**src/rtl/multicycle_control_if.sv**
```systemverilog
// ============================================================================
//  Module   : multicycle_control_if
//  Purpose  : Bundle of the sequencer's handshake inputs and all datapath
//             control outputs for the multicycle MIPS datapath.
//  Modports : master - the control sequencer (reads run/op/mem_ready,
//                      drives every enable and mux select)
//             slave  - the datapath / memory side (the reverse view)
//  Revision : 1.0 - initial release
// ============================================================================
`default_nettype none

interface multicycle_control_if;
   logic       run;
   logic [5:0] op;
   logic       mem_ready;

   logic       PCWrite;
   logic       PCWriteCond;
   logic       IorD;
   logic       MemRead;
   logic       MemWrite;
   logic       IRWrite;
   logic       MemtoReg;
   logic       RegDst;
   logic       RegWrite;
   logic       ALUSrcA;
   logic [1:0] ALUSrcB;
   logic [1:0] ALUOp;
   logic [1:0] PCSource;
   logic       instr_done;
   logic       illegal_op;

   modport master (
      input  run, op, mem_ready,
      output PCWrite, PCWriteCond, IorD, MemRead, MemWrite, IRWrite,
             MemtoReg, RegDst, RegWrite, ALUSrcA, ALUSrcB, ALUOp,
             PCSource, instr_done, illegal_op
   );

   modport slave (
      output run, op, mem_ready,
      input  PCWrite, PCWriteCond, IorD, MemRead, MemWrite, IRWrite,
             MemtoReg, RegDst, RegWrite, ALUSrcA, ALUSrcB, ALUOp,
             PCSource, instr_done, illegal_op
   );
endinterface

`default_nettype wire

```
**src/rtl/multicycle_control.sv**
```systemverilog
// ============================================================================
//  Module   : multicycle_control
//  Purpose  : Multicycle MIPS control sequencer. Steps each instruction
//             through fetch, decode, execute, memory and writeback and
//             decodes every datapath enable/select from the current step.
//  Ports    : clk   - system clock, rising edge
//             rst_n - asynchronous active-low reset (forces IDLE)
//             ctrl  - multicycle_control_if.master: run, op, mem_ready in;
//                     PC/IR/memory/regfile/ALU controls, instr_done and
//                     illegal_op out
//  Revision : 1.0 - initial release
// ============================================================================
`default_nettype none

module multicycle_control #(
   parameter logic [5:0] OP_RTYPE = 6'b000000,
   parameter logic [5:0] OP_ADDI  = 6'b001000,
   parameter logic [5:0] OP_LW    = 6'b100011,
   parameter logic [5:0] OP_SW    = 6'b101011,
   parameter logic [5:0] OP_BEQ   = 6'b000100,
   parameter logic [5:0] OP_J     = 6'b000010
) (
   input  wire logic              clk,
   input  wire logic              rst_n,
   multicycle_control_if.master   ctrl
);

   typedef enum logic [3:0] {
      S_IDLE    = 4'd0,
      S_FETCH   = 4'd1,
      S_DECODE  = 4'd2,
      S_MEMADR  = 4'd3,
      S_MEMRD   = 4'd4,
      S_MEMWB   = 4'd5,
      S_MEMWR   = 4'd6,
      S_EXEC    = 4'd7,
      S_ALUWB_R = 4'd8,
      S_ALUWB_I = 4'd9,
      S_BRANCH  = 4'd10,
      S_JUMP    = 4'd11
   } state_t;

   state_t r_state;
   state_t w_next;
   state_t w_retire;   // where an instruction goes once it retires

   // run is only looked at when an instruction retires (and in IDLE), so an
   // instruction in flight always completes.
   assign w_retire = ctrl.run ? S_FETCH : S_IDLE;

   always_ff @(posedge clk or negedge rst_n) begin
      if (!rst_n) begin
         r_state <= S_IDLE;
      end else begin
         r_state <= w_next;
      end
   end

   always_comb begin
      w_next           = r_state;
      ctrl.PCWrite     = 1'b0;
      ctrl.PCWriteCond = 1'b0;
      ctrl.IorD        = 1'b0;
      ctrl.MemRead     = 1'b0;
      ctrl.MemWrite    = 1'b0;
      ctrl.IRWrite     = 1'b0;
      ctrl.MemtoReg    = 1'b0;
      ctrl.RegDst      = 1'b0;
      ctrl.RegWrite    = 1'b0;
      ctrl.ALUSrcA     = 1'b0;
      ctrl.ALUSrcB     = 2'b00;
      ctrl.ALUOp       = 2'b00;
      ctrl.PCSource    = 2'b00;
      ctrl.instr_done  = 1'b0;
      ctrl.illegal_op  = 1'b0;

      case (r_state)
         S_IDLE: begin
            if (ctrl.run) w_next = S_FETCH;
         end
         S_FETCH: begin
            // IR and PC+4 are only captured on the cycle memory delivers.
            ctrl.MemRead = 1'b1;
            ctrl.ALUSrcB = 2'b01;
            ctrl.IRWrite = ctrl.mem_ready;
            ctrl.PCWrite = ctrl.mem_ready;
            if (ctrl.mem_ready) w_next = S_DECODE;
         end
         S_DECODE: begin
            // Speculatively compute the branch target into ALUOut.
            ctrl.ALUSrcB = 2'b11;
            case (ctrl.op)
               OP_RTYPE:              w_next = S_EXEC;
               OP_ADDI, OP_LW, OP_SW: w_next = S_MEMADR;
               OP_BEQ:                w_next = S_BRANCH;
               OP_J:                  w_next = S_JUMP;
               default: begin
                  ctrl.illegal_op = 1'b1;
                  ctrl.instr_done = 1'b1;
                  w_next          = w_retire;
               end
            endcase
         end
         S_MEMADR: begin
            // op is held in IR, so it is re-decoded to pick the next step.
            ctrl.ALUSrcA = 1'b1;
            ctrl.ALUSrcB = 2'b10;
            case (ctrl.op)
               OP_LW:   w_next = S_MEMRD;
               OP_SW:   w_next = S_MEMWR;
               OP_ADDI: w_next = S_ALUWB_I;
               default: w_next = S_IDLE;
            endcase
         end
         S_MEMRD: begin
            ctrl.MemRead = 1'b1;
            ctrl.IorD    = 1'b1;
            if (ctrl.mem_ready) w_next = S_MEMWB;
         end
         S_MEMWB: begin
            ctrl.RegWrite   = 1'b1;
            ctrl.MemtoReg   = 1'b1;
            ctrl.instr_done = 1'b1;
            w_next          = w_retire;
         end
         S_MEMWR: begin
            ctrl.MemWrite   = 1'b1;
            ctrl.IorD       = 1'b1;
            ctrl.instr_done = ctrl.mem_ready;
            if (ctrl.mem_ready) w_next = w_retire;
         end
         S_EXEC: begin
            ctrl.ALUSrcA = 1'b1;
            ctrl.ALUOp   = 2'b10;
            w_next       = S_ALUWB_R;
         end
         S_ALUWB_R: begin
            ctrl.RegWrite   = 1'b1;
            ctrl.RegDst     = 1'b1;
            ctrl.instr_done = 1'b1;
            w_next          = w_retire;
         end
         S_ALUWB_I: begin
            ctrl.RegWrite   = 1'b1;
            ctrl.instr_done = 1'b1;
            w_next          = w_retire;
         end
         S_BRANCH: begin
            ctrl.ALUSrcA     = 1'b1;
            ctrl.ALUOp       = 2'b01;
            ctrl.PCWriteCond = 1'b1;
            ctrl.PCSource    = 2'b01;
            ctrl.instr_done  = 1'b1;
            w_next           = w_retire;
         end
         S_JUMP: begin
            ctrl.PCWrite    = 1'b1;
            ctrl.PCSource   = 2'b10;
            ctrl.instr_done = 1'b1;
            w_next          = w_retire;
         end
         default: begin
            // Unused encodings recover to IDLE with everything deasserted.
            w_next = S_IDLE;
         end
      endcase
   end

endmodule

`default_nettype wire

```
**src/flat_wrapper.sv**
```systemverilog
// flat-port wrapper written by rule: the top's interface ports become plain ports
module multicycle_control_flat 
#(
   parameter logic [5:0] OP_RTYPE = 6'b000000,
   parameter logic [5:0] OP_ADDI  = 6'b001000,
   parameter logic [5:0] OP_LW    = 6'b100011,
   parameter logic [5:0] OP_SW    = 6'b101011,
   parameter logic [5:0] OP_BEQ   = 6'b000100,
   parameter logic [5:0] OP_J     = 6'b000010
)
  (clk, rst_n, ctrl_run, ctrl_op, ctrl_mem_ready, ctrl_PCWrite, ctrl_PCWriteCond, ctrl_IorD, ctrl_MemRead, ctrl_MemWrite, ctrl_IRWrite, ctrl_MemtoReg, ctrl_RegDst, ctrl_RegWrite, ctrl_ALUSrcA, ctrl_ALUSrcB, ctrl_ALUOp, ctrl_PCSource, ctrl_instr_done, ctrl_illegal_op);
  multicycle_control_if ctrl_i ();
  input  wire logic clk;
  input  wire logic rst_n;
  input wire logic [$bits(ctrl_i.run)-1:0] ctrl_run;
  input wire logic [$bits(ctrl_i.op)-1:0] ctrl_op;
  input wire logic [$bits(ctrl_i.mem_ready)-1:0] ctrl_mem_ready;
  output wire logic [$bits(ctrl_i.PCWrite)-1:0] ctrl_PCWrite;
  output wire logic [$bits(ctrl_i.PCWriteCond)-1:0] ctrl_PCWriteCond;
  output wire logic [$bits(ctrl_i.IorD)-1:0] ctrl_IorD;
  output wire logic [$bits(ctrl_i.MemRead)-1:0] ctrl_MemRead;
  output wire logic [$bits(ctrl_i.MemWrite)-1:0] ctrl_MemWrite;
  output wire logic [$bits(ctrl_i.IRWrite)-1:0] ctrl_IRWrite;
  output wire logic [$bits(ctrl_i.MemtoReg)-1:0] ctrl_MemtoReg;
  output wire logic [$bits(ctrl_i.RegDst)-1:0] ctrl_RegDst;
  output wire logic [$bits(ctrl_i.RegWrite)-1:0] ctrl_RegWrite;
  output wire logic [$bits(ctrl_i.ALUSrcA)-1:0] ctrl_ALUSrcA;
  output wire logic [$bits(ctrl_i.ALUSrcB)-1:0] ctrl_ALUSrcB;
  output wire logic [$bits(ctrl_i.ALUOp)-1:0] ctrl_ALUOp;
  output wire logic [$bits(ctrl_i.PCSource)-1:0] ctrl_PCSource;
  output wire logic [$bits(ctrl_i.instr_done)-1:0] ctrl_instr_done;
  output wire logic [$bits(ctrl_i.illegal_op)-1:0] ctrl_illegal_op;
  assign ctrl_i.run = ctrl_run;
  assign ctrl_i.op = ctrl_op;
  assign ctrl_i.mem_ready = ctrl_mem_ready;
  assign ctrl_PCWrite = ctrl_i.PCWrite;
  assign ctrl_PCWriteCond = ctrl_i.PCWriteCond;
  assign ctrl_IorD = ctrl_i.IorD;
  assign ctrl_MemRead = ctrl_i.MemRead;
  assign ctrl_MemWrite = ctrl_i.MemWrite;
  assign ctrl_IRWrite = ctrl_i.IRWrite;
  assign ctrl_MemtoReg = ctrl_i.MemtoReg;
  assign ctrl_RegDst = ctrl_i.RegDst;
  assign ctrl_RegWrite = ctrl_i.RegWrite;
  assign ctrl_ALUSrcA = ctrl_i.ALUSrcA;
  assign ctrl_ALUSrcB = ctrl_i.ALUSrcB;
  assign ctrl_ALUOp = ctrl_i.ALUOp;
  assign ctrl_PCSource = ctrl_i.PCSource;
  assign ctrl_instr_done = ctrl_i.instr_done;
  assign ctrl_illegal_op = ctrl_i.illegal_op;
  multicycle_control #(.OP_RTYPE(OP_RTYPE), .OP_ADDI(OP_ADDI), .OP_LW(OP_LW), .OP_SW(OP_SW), .OP_BEQ(OP_BEQ), .OP_J(OP_J)) u_core (.clk(clk), .rst_n(rst_n), .ctrl(ctrl_i));
endmodule
```
**config.mk**
```make
export PLATFORM = sky130hd
export DESIGN_NAME = multicycle_control_flat
export DESIGN_NICKNAME = d
export VERILOG_FILES = /design/src/rtl/multicycle_control_if.sv /design/src/rtl/multicycle_control.sv /design/src/flat_wrapper.sv
export SDC_FILE = /design/constraint.sdc
export NUM_CORES = 1
export LEC_CHECK = 0
export CAP_MARGIN = 20
export CORE_UTILIZATION = 44
export CTS_CLUSTER_SIZE = 40
export DETAILED_ROUTE_END_ITERATION = 8
export PLACE_DENSITY = 0.84
export RECOVER_POWER = 50
export SLEW_MARGIN = 15
export SYNTH_ARGS = -nofsm -noshare
export SYNTH_HDL_FRONTEND = slang
export SYNTH_SLANG_ARGS = --single-unit
```
**constraint.sdc**
```tcl
create_clock -name clk -period 2.81 [get_ports clk]
set_clock_uncertainty 0.2 [all_clocks]
set_input_delay 0.4215 -clock clk [delete_from_list [all_inputs] [get_ports clk]]
set_output_delay 0.4215 -clock clk [all_outputs]
set_load 0.01 [all_outputs]
```
==> results of run 1 <==
-- worst max-delay path, delay by kind of cell --
family	cells	cell delay, ns
compound gates	2	0.28
simple gates	1	0.20
buf+inv	3	1.22
-- kinds of logic after synthesis --
logic type,count (synthesis)
AOI/OAI and AO/OA,23
buffers and inverters,11
muxes,1
and+or+nand+nor,45
xor gates and xnor gates,3
DFF,4
-- area by class of cell --
| type | count | area share [%] |
|---|---|---|
| Clock buffer | 3 | 2.30 |
| Multi-Input combinational cell | 72 | 50.1 |
| Sequential cell | 4 | 10.2 |
| Tap cell | 15 | 1.91 |
| Timing Repair Buffer | 37 | 33.9 |
| Inverter | 4 | 1.53 |
-- Yosys cell counts, types with 2 or more instances --
| library cell | count |
|---|---|
| nor2_1 | 10 |
| nor3_1 | 7 |
| a21oi_1 | 5 |
| dfrtp_1 | 4 |
| clkbuf_1 | 3 |
| inv_1 | 3 |
| nand2_1 | 3 |
| nand3_1 | 3 |
| nor2b_1 | 3 |
| nor4_1 | 3 |
| o31ai_1 | 3 |
| and3_1 | 2 |
| buf_2 | 2 |
| buf_4 | 2 |
| nand2b_1 | 2 |
| o21ai_0 | 2 |
| o32ai_1 | 2 |
| o41ai_1 | 2 |
| or2_2 | 2 |
| xnor2_1 | 2 |
-- per-stage QoR --
stage               instance area (um2)  hold slack (ns)  setup TNS (ns)  util [%]  setup slack (ns)
floorplan                           624          -0.0741               0         -             0.864
global placement                    952            0.426          -0.271      72.3            -0.150
detailed placement                  952            0.428          -0.334      72.3            -0.202
CTS                                1010            0.181               0      76.4            0.0768
global route                        981            0.273               0      74.5           0.00248
finish                              981            0.252               0      74.5            0.0620
-- power groups by stage --
stage / combinational [mW] / sequential (mW) / clock, mW
after detailed placement: 0.413 / 0.0900 / 0
after floorplan: 0.257 / 0.0755 / 0
after global routing: 0.427 / 0.0907 / 0.0730
after CTS: 0.415 / 0.0894 / 0.0711
final: 0.395 / 0.0899 / 0.0694
after global placement: 0.406 / 0.0879 / 0
-- per-layer routing --
metal	global-route usage (%)	routed length [um]
met5	0	0
met4	19.0	63
met3	3.41	117
met2	48.4	1010
met1	36.0	916
-- final timing paths --
check / start / to / slack (ns) / cells past startpoint
setup / recovery: ctrl_op[3] / ctrl_illegal_op / 0.06 / 6
hold / removal: rst_n / u_core.r_state[3] / 0.25 / 1
setup reg to reg: u_core.r_state[2] / u_core.r_state[0] / 0.32 / 4
hold reg to reg: u_core.r_state[1] / u_core.r_state[1] / 0.53 / 3
max in group asynchronous: rst_n / u_core.r_state[1] / 2.00 / 1
min in group clk: u_core.r_state[1] / u_core.r_state[1] / 0.53 / 3
-- timing repair --
action                                  4_1_cts  5_1_grt
pin swaps                                     1        1
endpoints found under the hold margin         0        0
endpoints found under the setup margin        2        2
gates resized for setup                      10        0
==> metrics.md, run 1 <==
| Metric | Value |
|---|---|
| Max Cap Violations | 0 |
| Ys Warns | 0 |
| Achievable Freq | 364 MHz |
| Seq pwr share | between 10% and 20% |
| Most common cell after layout, fill and taps aside | clkdlybuf4s50_1 |
| Worst Setup End Kind | output pin |
| Dpl hpwl | 1570 um |
| Iter 0 DRT Violations | 43 |
| Die outline height | 39.7 um |
| Vias per std cell | 6.24 |
| Most frequent cells in the layout | 18 x clkdlybuf4s50_1, 10 x nor2_1, 8 x buf_4, 7 x nor3_1 |
| Synth Instances | 87 |
| Largest net degree at the start of global routing | 18 |
| Sw frac | 43.8% |
| Share of the synthesized area in the top cell type | about 16% |
| RSZ-0062 raised after global routing | false |
| Fin cells | 135 |
| Mean Syn Cell Area | 7.18 um2 |
| Initial core utilization | 47.4% |
| Ys flop type | dfrtp_1 |
| Post-CTS Setup Repair Bufs | 0 |
| Syn nets | 97 |
| Req. time, crit path | 2.19 ns |
| Flop and latch count out of synthesis | 4 |
| Fill count | 110 |
| Max FFs per register | 4 |
| Buffers on Ports | 27 |
| Number of flops mapped to enable cells by yosys | 0 |
| Slew headroom | between 40% and 50% |
| RD Place Congestion | 0.849 |
| H-tree level count | 1 |
| CTS tree | yes |
| Post-synthesis mux area share | 1.60% |
| FF+latch area | 100 um2 |
| Dpl cells | 132 |
| Vias | 842 |
| Overall routing resource usage | between 20% and 30% |
| Num rows | 13 |
| Post-Synth Simple-Gate Area | 40.7% |
| Vias in the first global route | 777 |
| Arrival time at the worst endpoint | 2.13 ns |
| Worst hold-check path type | input port to asynchronous set/reset pin |
| Synth area leader | dfrtp_1 |
| Die width | 39.7 um |
| Largest Register | u_core.r_state |
| Status | finished, final reports clean |
| P_int | just over 0.3 mW |
| Worst-path clk slew | 0.04 ns |
| XOR/XNOR Fraction of Synth Area | 4.21% |
| CP cell instances | clkdlybuf4s50_1 -> a2111oi_4 -> buf_4 -> o31ai_2 -> and3_1 -> clkdlybuf4s50_1 |
| Area delta synth->final | 57.1% |
| 1st-pass router iterations | 4 |
| Leak pwr | 0.377 nW |
| GRT overflow | 0 |
| Period utilization | 97.8% |
| Die area | 1570 um2 |
| Crit start category | input port |
| Peak supply drop | 0.000305 V |
| Sinks on Clock Net | 4 |
| Initial antenna violation count | 0 |
| Setup Crit Path Kind | input port to output pin |
| Net Sw Power | approximately 0.24 mW |
| Core region area | approximately 1300 um2 |
| Routed len/inst | 15.6 um |
| Post-layout min period | 2.75 ns |
| Crit path max fanout | 2 |
| Drt total wl | 2110 um |
| First-pass GRT wire length | 3210 um |
| Sequential share of the synthesized area | around 16% |
| Area contributors post-synth | dfrtp_1 16%, nor2_1 6.0%, nor3_1 5.6% |
| Pwr Total | around 0.55 mW |
| Skew-Pair Late Insertion Delay | 0.23 ns |
| Top-Level Pins | 28 |
| Post-Synth Adder-Cell Area | 0% |
| Final Hold Viols | 0 |
| Fin. max-slew vios | 0 |
| Largest regs | u_core.r_state (4) |
| Antenna violation net count after detailed routing | 0 |
| Slowest stage delay, CP | 0.54 ns |
| CTS Buf Count | 3 |
| Actual slew at the worst max-slew pin | 0.756 ns |
| Share of cells above drive strength 1 | 16.7% |
| Async SR Flop Fraction | 100% |
| Synth Cell Area | 624 um2 |
| Diode count | 0 |
| Number of remaining DRC errors | 0 |
| Pwr/cell area | 565 nW/um2 |
| Root buffer cell | clkbuf_4 |
| Crit path max-delay cell type | clkdlybuf4s50_1 |
| Setup violators final | 0 |
| Post-CTS Hold Fix Bufs | 0 |
| Footprint of the multi-input gates | 492 um2 |
| Clock power share | between 10% and 20% |
| Combinational power share | 71.3% |
| Synth unique cells | 42 |
| Clock Path Buffers | 2 |
| Nets@finish | approximately 130 |
| Cell mode on critical path | clkdlybuf4s50_1 |
| Compound-gate portion of the synthesized area | 29.3% |
| Combinational family with the most area after synthesis | simple AND/OR/NAND/NOR gates |
Note: power is estimated with default switching activity, not from simulation.
==> inputs of run 2 (changes only) <==
- CTS_CLUSTER_SIZE: 40 -> 16
==> results of run 2 <==
No change in the layout: final DEF, timing and power equal those of run 1.
